`src/rtl/vga_timing_gen.sv`:
```
// Free-running VGA raster timing generator: pixel coordinates, syncs and
// frame/line strobes, all registered and aligned to the same x/y.
module vga_timing_gen #(
    parameter int unsigned H_DISPLAY  = 640,
    parameter int unsigned H_FRONT    = 16,
    parameter int unsigned H_SYNC     = 96,
    parameter int unsigned H_BACK     = 48,
    parameter int unsigned V_DISPLAY  = 480,
    parameter int unsigned V_FRONT    = 10,
    parameter int unsigned V_SYNC     = 2,
    parameter int unsigned V_BACK     = 33,
    parameter bit          H_SYNC_POL = 1'b0,
    parameter bit          V_SYNC_POL = 1'b0
) (
    input  logic       clk,
    input  logic       rst_n,
    input  logic       ena,
    output logic [9:0] x,
    output logic [9:0] y,
    output logic       hsync,
    output logic       vsync,
    output logic       display_on,
    output logic       line_start,
    output logic       frame_start,
    output logic [7:0] frame_count
);

    localparam int unsigned CW           = 10;
    localparam int unsigned FW           = 8;
    localparam int unsigned H_TOTAL      = H_DISPLAY + H_FRONT + H_SYNC + H_BACK;
    localparam int unsigned V_TOTAL      = V_DISPLAY + V_FRONT + V_SYNC + V_BACK;
    localparam int unsigned H_SYNC_START = H_DISPLAY + H_FRONT;
    localparam int unsigned H_SYNC_END   = H_SYNC_START + H_SYNC;
    localparam int unsigned V_SYNC_START = V_DISPLAY + V_FRONT;
    localparam int unsigned V_SYNC_END   = V_SYNC_START + V_SYNC;

    logic [CW-1:0] r_x;
    logic [CW-1:0] r_y;
    logic [FW-1:0] r_frame_count;
    logic          r_hsync;
    logic          r_vsync;
    logic          r_display_on;
    logic          r_line_start;
    logic          r_frame_start;

    logic [CW-1:0] w_x_nxt;
    logic [CW-1:0] w_y_nxt;
    logic          w_x_last;
    logic          w_y_last;
    logic          w_frame_wrap;
    logic          w_hs_active;
    logic          w_vs_active;
    logic          w_display_on;
    logic          w_line_start;
    logic          w_frame_start;

    // Next raster position; qualifiers derive from it so they line up with x/y.
    // Comparisons use one extra bit so a sync end of 1024 stays representable.
    always_comb begin
        w_x_last      = (r_x == CW'(H_TOTAL - 1));
        w_y_last      = (r_y == CW'(V_TOTAL - 1));
        w_x_nxt       = r_x + CW'(1);
        w_y_nxt       = r_y;
        w_frame_wrap  = 1'b0;
        if (w_x_last) begin
            w_x_nxt = '0;
            if (w_y_last) begin
                w_y_nxt      = '0;
                w_frame_wrap = 1'b1;
            end else begin
                w_y_nxt = r_y + CW'(1);
            end
        end
        w_hs_active   = ({1'b0, w_x_nxt} >= (CW+1)'(H_SYNC_START)) &&
                        ({1'b0, w_x_nxt} <  (CW+1)'(H_SYNC_END));
        w_vs_active   = ({1'b0, w_y_nxt} >= (CW+1)'(V_SYNC_START)) &&
                        ({1'b0, w_y_nxt} <  (CW+1)'(V_SYNC_END));
        w_display_on  = ({1'b0, w_x_nxt} < (CW+1)'(H_DISPLAY)) &&
                        ({1'b0, w_y_nxt} < (CW+1)'(V_DISPLAY));
        w_line_start  = (w_x_nxt == '0);
        w_frame_start = (w_x_nxt == '0) && (w_y_nxt == '0);
    end

    // Reset parks the raster on the last pixel of the last line so the first
    // enabled edge opens frame 1; a frozen raster never repeats its strobes.
    always_ff @(posedge clk) begin
        if (!rst_n) begin
            r_x           <= CW'(H_TOTAL - 1);
            r_y           <= CW'(V_TOTAL - 1);
            r_frame_count <= '0;
            r_hsync       <= ~H_SYNC_POL;
            r_vsync       <= ~V_SYNC_POL;
            r_display_on  <= 1'b0;
            r_line_start  <= 1'b0;
            r_frame_start <= 1'b0;
        end else if (ena) begin
            r_x           <= w_x_nxt;
            r_y           <= w_y_nxt;
            r_frame_count <= w_frame_wrap ? r_frame_count + FW'(1) : r_frame_count;
            r_hsync       <= w_hs_active ? H_SYNC_POL : ~H_SYNC_POL;
            r_vsync       <= w_vs_active ? V_SYNC_POL : ~V_SYNC_POL;
            r_display_on  <= w_display_on;
            r_line_start  <= w_line_start;
            r_frame_start <= w_frame_start;
        end else begin
            r_line_start  <= 1'b0;
            r_frame_start <= 1'b0;
        end
    end

    assign x           = r_x;
    assign y           = r_y;
    assign hsync       = r_hsync;
    assign vsync       = r_vsync;
    assign display_on  = r_display_on;
    assign line_start  = r_line_start;
    assign frame_start = r_frame_start;
    assign frame_count = r_frame_count;

endmodule

```
`config.mk`:
```
export PLATFORM = sky130hd
export DESIGN_NAME = vga_timing_gen
export DESIGN_NICKNAME = d
export VERILOG_FILES = /design/src/rtl/vga_timing_gen.sv
export SDC_FILE = /design/constraint.sdc
export NUM_CORES = 1
export LEC_CHECK = 0
export CAP_MARGIN = 20
export CORE_ASPECT_RATIO = 1.1
export CORE_UTILIZATION = 52
export DETAILED_ROUTE_END_ITERATION = 8
export PLACE_DENSITY = 0.89
export RECOVER_POWER = 25
export SETUP_SLACK_MARGIN = 0.05
export SLEW_MARGIN = 10
export SYNTH_ARGS = -nofsm -noshare
export SYNTH_HDL_FRONTEND = slang
export SYNTH_SLANG_ARGS = --single-unit
export TNS_END_PERCENT = 50
```
`constraint.sdc`:
```
create_clock -name clk -period 3 [get_ports clk]
set_clock_uncertainty 0.2 [all_clocks]
set_input_delay 0.9 -clock clk [delete_from_list [all_inputs] [get_ports clk]]
set_output_delay 0.9 -clock clk [all_outputs]
set_load 0.02 [all_outputs]
```
* Yosys cells after proc, flatten, opt, wreduce, memory -nomap -nowiden
Cells that the tools add are included.
** Operators by class
- Add/sub/neg operators :: 3
- Multiplexer cells :: 7
- $lt $le $gt $ge :: 6
- Reductions and logical operators :: 8
- Equal/unequal tests :: 2
** Operators with widths (count)
- 10-bit 2-to-1 mux :: 3
- 10-bit by 1-bit adder with 10-bit output (second input constant) :: 2
- 10-bit == test (second input constant) :: 2
- 10-bit zero test :: 2
- 10-bit less-than comparator (second input constant) :: 2
- 10-bit by 9-bit less-than comparator with 1-bit output (second input constant) :: 2
- 10-bit >= comparator (second input constant) :: 1
- 10-bit by 9-bit >= comparator with 1-bit output (second input constant) :: 1
- 8-bit by 1-bit adder with 8-bit output (second input constant) :: 1
- 1-bit logical AND :: 4
- 1-bit 2-to-1 mux :: 4
- 2-bit AND reduction :: 2
** Storage, ports and cells
- Output and inout port bits :: 33
- Input port bits :: 3
- Logic and storage cells :: 34
- Register bits after elaboration :: 33

* Logic depth before layout (Yosys ltp)
- Word-level depth :: 6
- Gate-level depth with buffers :: 10
- Gate-level depth less buffers :: 8

* Least setup slack after synthesis
No wires, ideal clock.
- Path type :: register -> register
- Start point :: register r_x[0], in the netlist x[0]
- End point :: register r_display_on, in the netlist display_on
- Period minus slack after synthesis :: 2.541 ns
- Path buffers :: 0
- Cell stages (with the launch flop) :: 8
- Slack :: 0.459 ns
- Library setup time :: 0.096 ns
- Arrival :: 2.245 ns
- Required time :: 2.704 ns
- Path through :: dfxtp_1 -> ha_1 -> nand4_1 -> or4_4 -> or2_0 -> a31oi_1 -> nor3_1 -> o41ai_2
** Between the ends
- Word-level cells in the longest chain between the ends :: 4
- Elaborated cells on any way between the ends :: 7
- Those cells by class :: 1 x add/sub; 2 x order compare; 1 x eq/ne; 2 x mux; 1 x reduce/logical
** Ends and longest elaborated chain
- from (decl) :: line 37 : logic [CW-1:0] r_x;
- from (signal assigned) :: line 88 : r_x <= CW'(H_TOTAL - 1);
- from (signal assigned) :: line 97 : r_x <= w_x_nxt;
- 10-bit by 1-bit adder with 10-bit output or 10-bit == test (tied branches) :: line 62, 60
- 10-bit 2-to-1 mux :: line 65 : if (w_x_last) begin
- 10-bit less-than comparator or 10-bit by 9-bit less-than comparator with 1-bit output (tied branches) :: line 78, 79
- 1-bit logical AND * :: line 78 : w_display_on = ({1'b0, w_x_nxt} < (CW+1)'(H_DISPLAY)) &&
- to (signal assigned) :: line 102 : r_display_on <= w_display_on;
- to (decl) :: line 42 : logic r_display_on;
Every way passes the cells marked *; elsewhere a longest branch is shown, timed or not.
A chain may end at the register's enable or synchronous reset.

* Worst setup path in the final report
- Start point :: register r_x[5], in the netlist x[5]
- End point :: output port x[5]
** RTL lines
- to (decl) :: line 18 : output logic [9:0] x,
No word-level cell between the ends.

==> results.sh <==
export IMPL_syn_to_final_growth_pct=23.1
export IMPL_rsz0062_at_grt="no"
export IMPL_yosys_cell_types_count=51
export IMPL_htree_levels=2
export IMPL_port_buffers=35
export IMPL_grtUsageMet2=0.441
export IMPL_overflow=0
export IMPL_synth_cells=259
export IMPL_yosysWarnings=0
export IMPL_grt_pass1_wl_um=8450
export IMPL_startpoint_type="register"
export IMPL_busiest_layer="met2"
export IMPL_path_class="reg -> out"
export IMPL_cts_buffers=5
export IMPL_fmax_mhz=377
export IMPL_finalSetupViolations=0
export IMPL_design_area_mm2=0.00250
export IMPL_avgSynthCellArea_um2=7.84
export IMPL_grt_met1_usage=0.351
export IMPL_antenna_found_initial=0
export IMPL_ys_flop_type="dfxtp_1"
export IMPL_period_minus_slack_ns=2.66
export IMPL_synth_fp_nets=266
export IMPL_layout_common_cells="dfxtp_1, nor2_1, clkdlybuf4s50_1"
export IMPL_dieArea_mm2=0.00416
export IMPL_use_met3=0.0594
export IMPL_root_buffer="clkbuf_8"
export IMPL_power_total_mw=1.24
export IMPL_cp_required_ns=1.90
export IMPL_synth_async_reset_ratio=0
export IMPL_hp_class="reg -> reg"
export IMPL_dp_cells=334
export IMPL_nets=298
export IMPL_netlist_area_mm2=0.00203
export IMPL_num_vias=2084
export IMPL_ioPinCount=36
export IMPL_dr_pass1_iters=4
export IMPL_slew_viol_final=0
export IMPL_critPathSlowestCell="clkdlybuf4s50_1"
export IMPL_drtIter0Drc=150
export IMPL_synth_enable_flop_cells=0
export IMPL_die_width_um=61.6
export IMPL_slew_headroom=0.551
export IMPL_critPathMaxStageDelay_ns=0.69
export IMPL_cp_cell_sequence="clkdlybuf4s50_1"
export IMPL_stdcell_count=341
export IMPL_ys_seq_area_frac=0.326
export IMPL_route_detailed_drc=0
export IMPL_setup_tns_ns=0
export IMPL_leakage_nw=0.941
export IMPL_crit_buf_inv=1
export IMPL_cts_buffer_depth=2
export IMPL_finalCritPeriodShare=0.885
export IMPL_core_area_mm2=0.00368
export IMPL_synth_seq_cells=33
export IMPL_worst_slew_pin_slew_ns=0.672
export IMPL_clk_latency_ns=0.29
export IMPL_timing_hold_ws_ns=0.301
export IMPL_drv_cap=0
export IMPL_hpwl_um=3600
export IMPL_gp_congestion=0.843
export IMPL_die_h_um=67.5
export IMPL_wire_per_inst_um=14.9
export IMPL_crit_family="buffers and inverters"
export IMPL_grt_pass1_vias=1863
export IMPL_arrival_ns=1.56
export IMPL_post_drt_via_cell_ratio=6.11
export IMPL_initial_utilization=0.551
export IMPL_status="finished, final reports clean"
export IMPL_diodes=0
export IMPL_cts_sinks=33
export IMPL_postRouteAntennaNets=0
export IMPL_drt_total_wl_um=5080
export IMPL_end_kind="primary output"
export IMPL_finalHoldViolCount=0
export IMPL_holdBufCountCts=0
export IMPL_irDropWorstVdd_v=0.000307
export IMPL_grt_util_all_layers=0.274
export IMPL_grt_max_degree=21
export IMPL_crit_path_max_fanout=13
export IMPL_placed_area_mm2=0.00242
export IMPL_power_density_mw_per_mm2=497
export IMPL_num_rows=23
export IMPL_tritoncts="yes"
export IMPL_drive_gt1_frac=0.0722
export IMPL_clk_pin_slew_worst_paths_ns=0.06
export IMPL_layout_commonest_cell="dfxtp_1"
Yosys cell counts (4+ instances only):
| master | instances | share of area |
|---|---|---|
| nor4_1 | 5 | 0.015 |
| a21oi_1 | 13 | 0.032 |
| clkbuf_1 | 11 | 0.020 |
| buf_2 | 7 | 0.017 |
| ha_1 | 4 | 0.025 |
| a31oi_1 | 5 | 0.015 |
| o21ai_0 | 17 | 0.042 |
| nand3_1 | 15 | 0.037 |
| xor2_1 | 9 | 0.039 |
| xnor2_1 | 11 | 0.047 |
| nor2_1 | 30 | 0.055 |
| inv_1 | 6 | 0.011 |
| nand4b_1 | 4 | 0.017 |
| and3_1 | 8 | 0.025 |
| nand4_1 | 7 | 0.022 |
| nor3_1 | 12 | 0.030 |
| dfxtp_1 | 33 | 0.33 |
| nand2_1 | 19 | 0.035 |
state kept, by name (all words and copies together) (netlist names):
register,count
y,10
display_on,1
frame_count,8
frame_start,1
vsync,1
hsync,1
x,10
line_start,1
path summary, 6_finish.rpt:
path / from / end / slack (ns) / depth (start not counted)
setup reg to reg: x[0] / display_on / 0.38 / 7
hold / removal: hsync / hsync / 0.30 / 2
hold reg to reg: hsync / hsync / 0.30 / 2
setup / recovery: x[5] / x[5] / 0.34 / 1
final cells by class:
cell class              instances  area, um2
repair buffers                 44        407
fillers                       332       1180
flip-flops and latches         33        661
multi-input cells             201       1260
clock buffers                   7       86.3
well taps                      50       62.6
inverters                       6       22.5
per-stage QoR:
step                worst slack, ns  utilization
floorplan                     0.459            -
finish                        0.345        0.678
global route                  0.106        0.678
CTS                           0.310        0.681
detailed placement            0.218        0.658
global placement              0.278        0.658
repair_timing:
action	CTS	global route
setup endpoints to repair	0	1
gates resized for setup	0	1
endpoints found under the hold margin	0	0
setup buffers	0	0
worst reg2reg max path, cell delays in order, from the launching register on:
cell and delay (ns):
dfxtp_1 0.42, ha_1 0.35, nand4_1 0.18, or4_4 0.58, or2_0 0.21, a31oi_1 0.19
nor3_1 0.11, o41ai_2 0.28
report_power, final:
| group | switching [mW] | internal (mW) |
|---|---|---|
| logic | 0.228 | 0.164 |
| clock network | 0.153 | 0.182 |
| registers | 0.0505 | 0.463 |
| total | 0.432 | 0.809 |
logic make-up (layout without fill, tap and decap cells):
logic type,after synthesis,after routing,synth area share
AO/OA/AOI/OAI,53,53,0.170
XOR/XNOR,20,20,0.0863
adder cells (fa/ha/maj),4,4,0.0247
buffers and inverters,25,57,0.0543
flip-flops,33,33,0.326
multiplexers,2,2,0.0105
AND/OR/NAND/NOR,122,122,0.329
layer usage:
metal | part of all wire | vias to the layer above
li1 | - | 1004
met1 | 0.42 | 974
met2 | 0.49 | 95
met3 | 0.069 | 11
met4 | 0.018 | 0
met5 | 0 | -
Note: power is estimated with default switching activity, not from simulation.
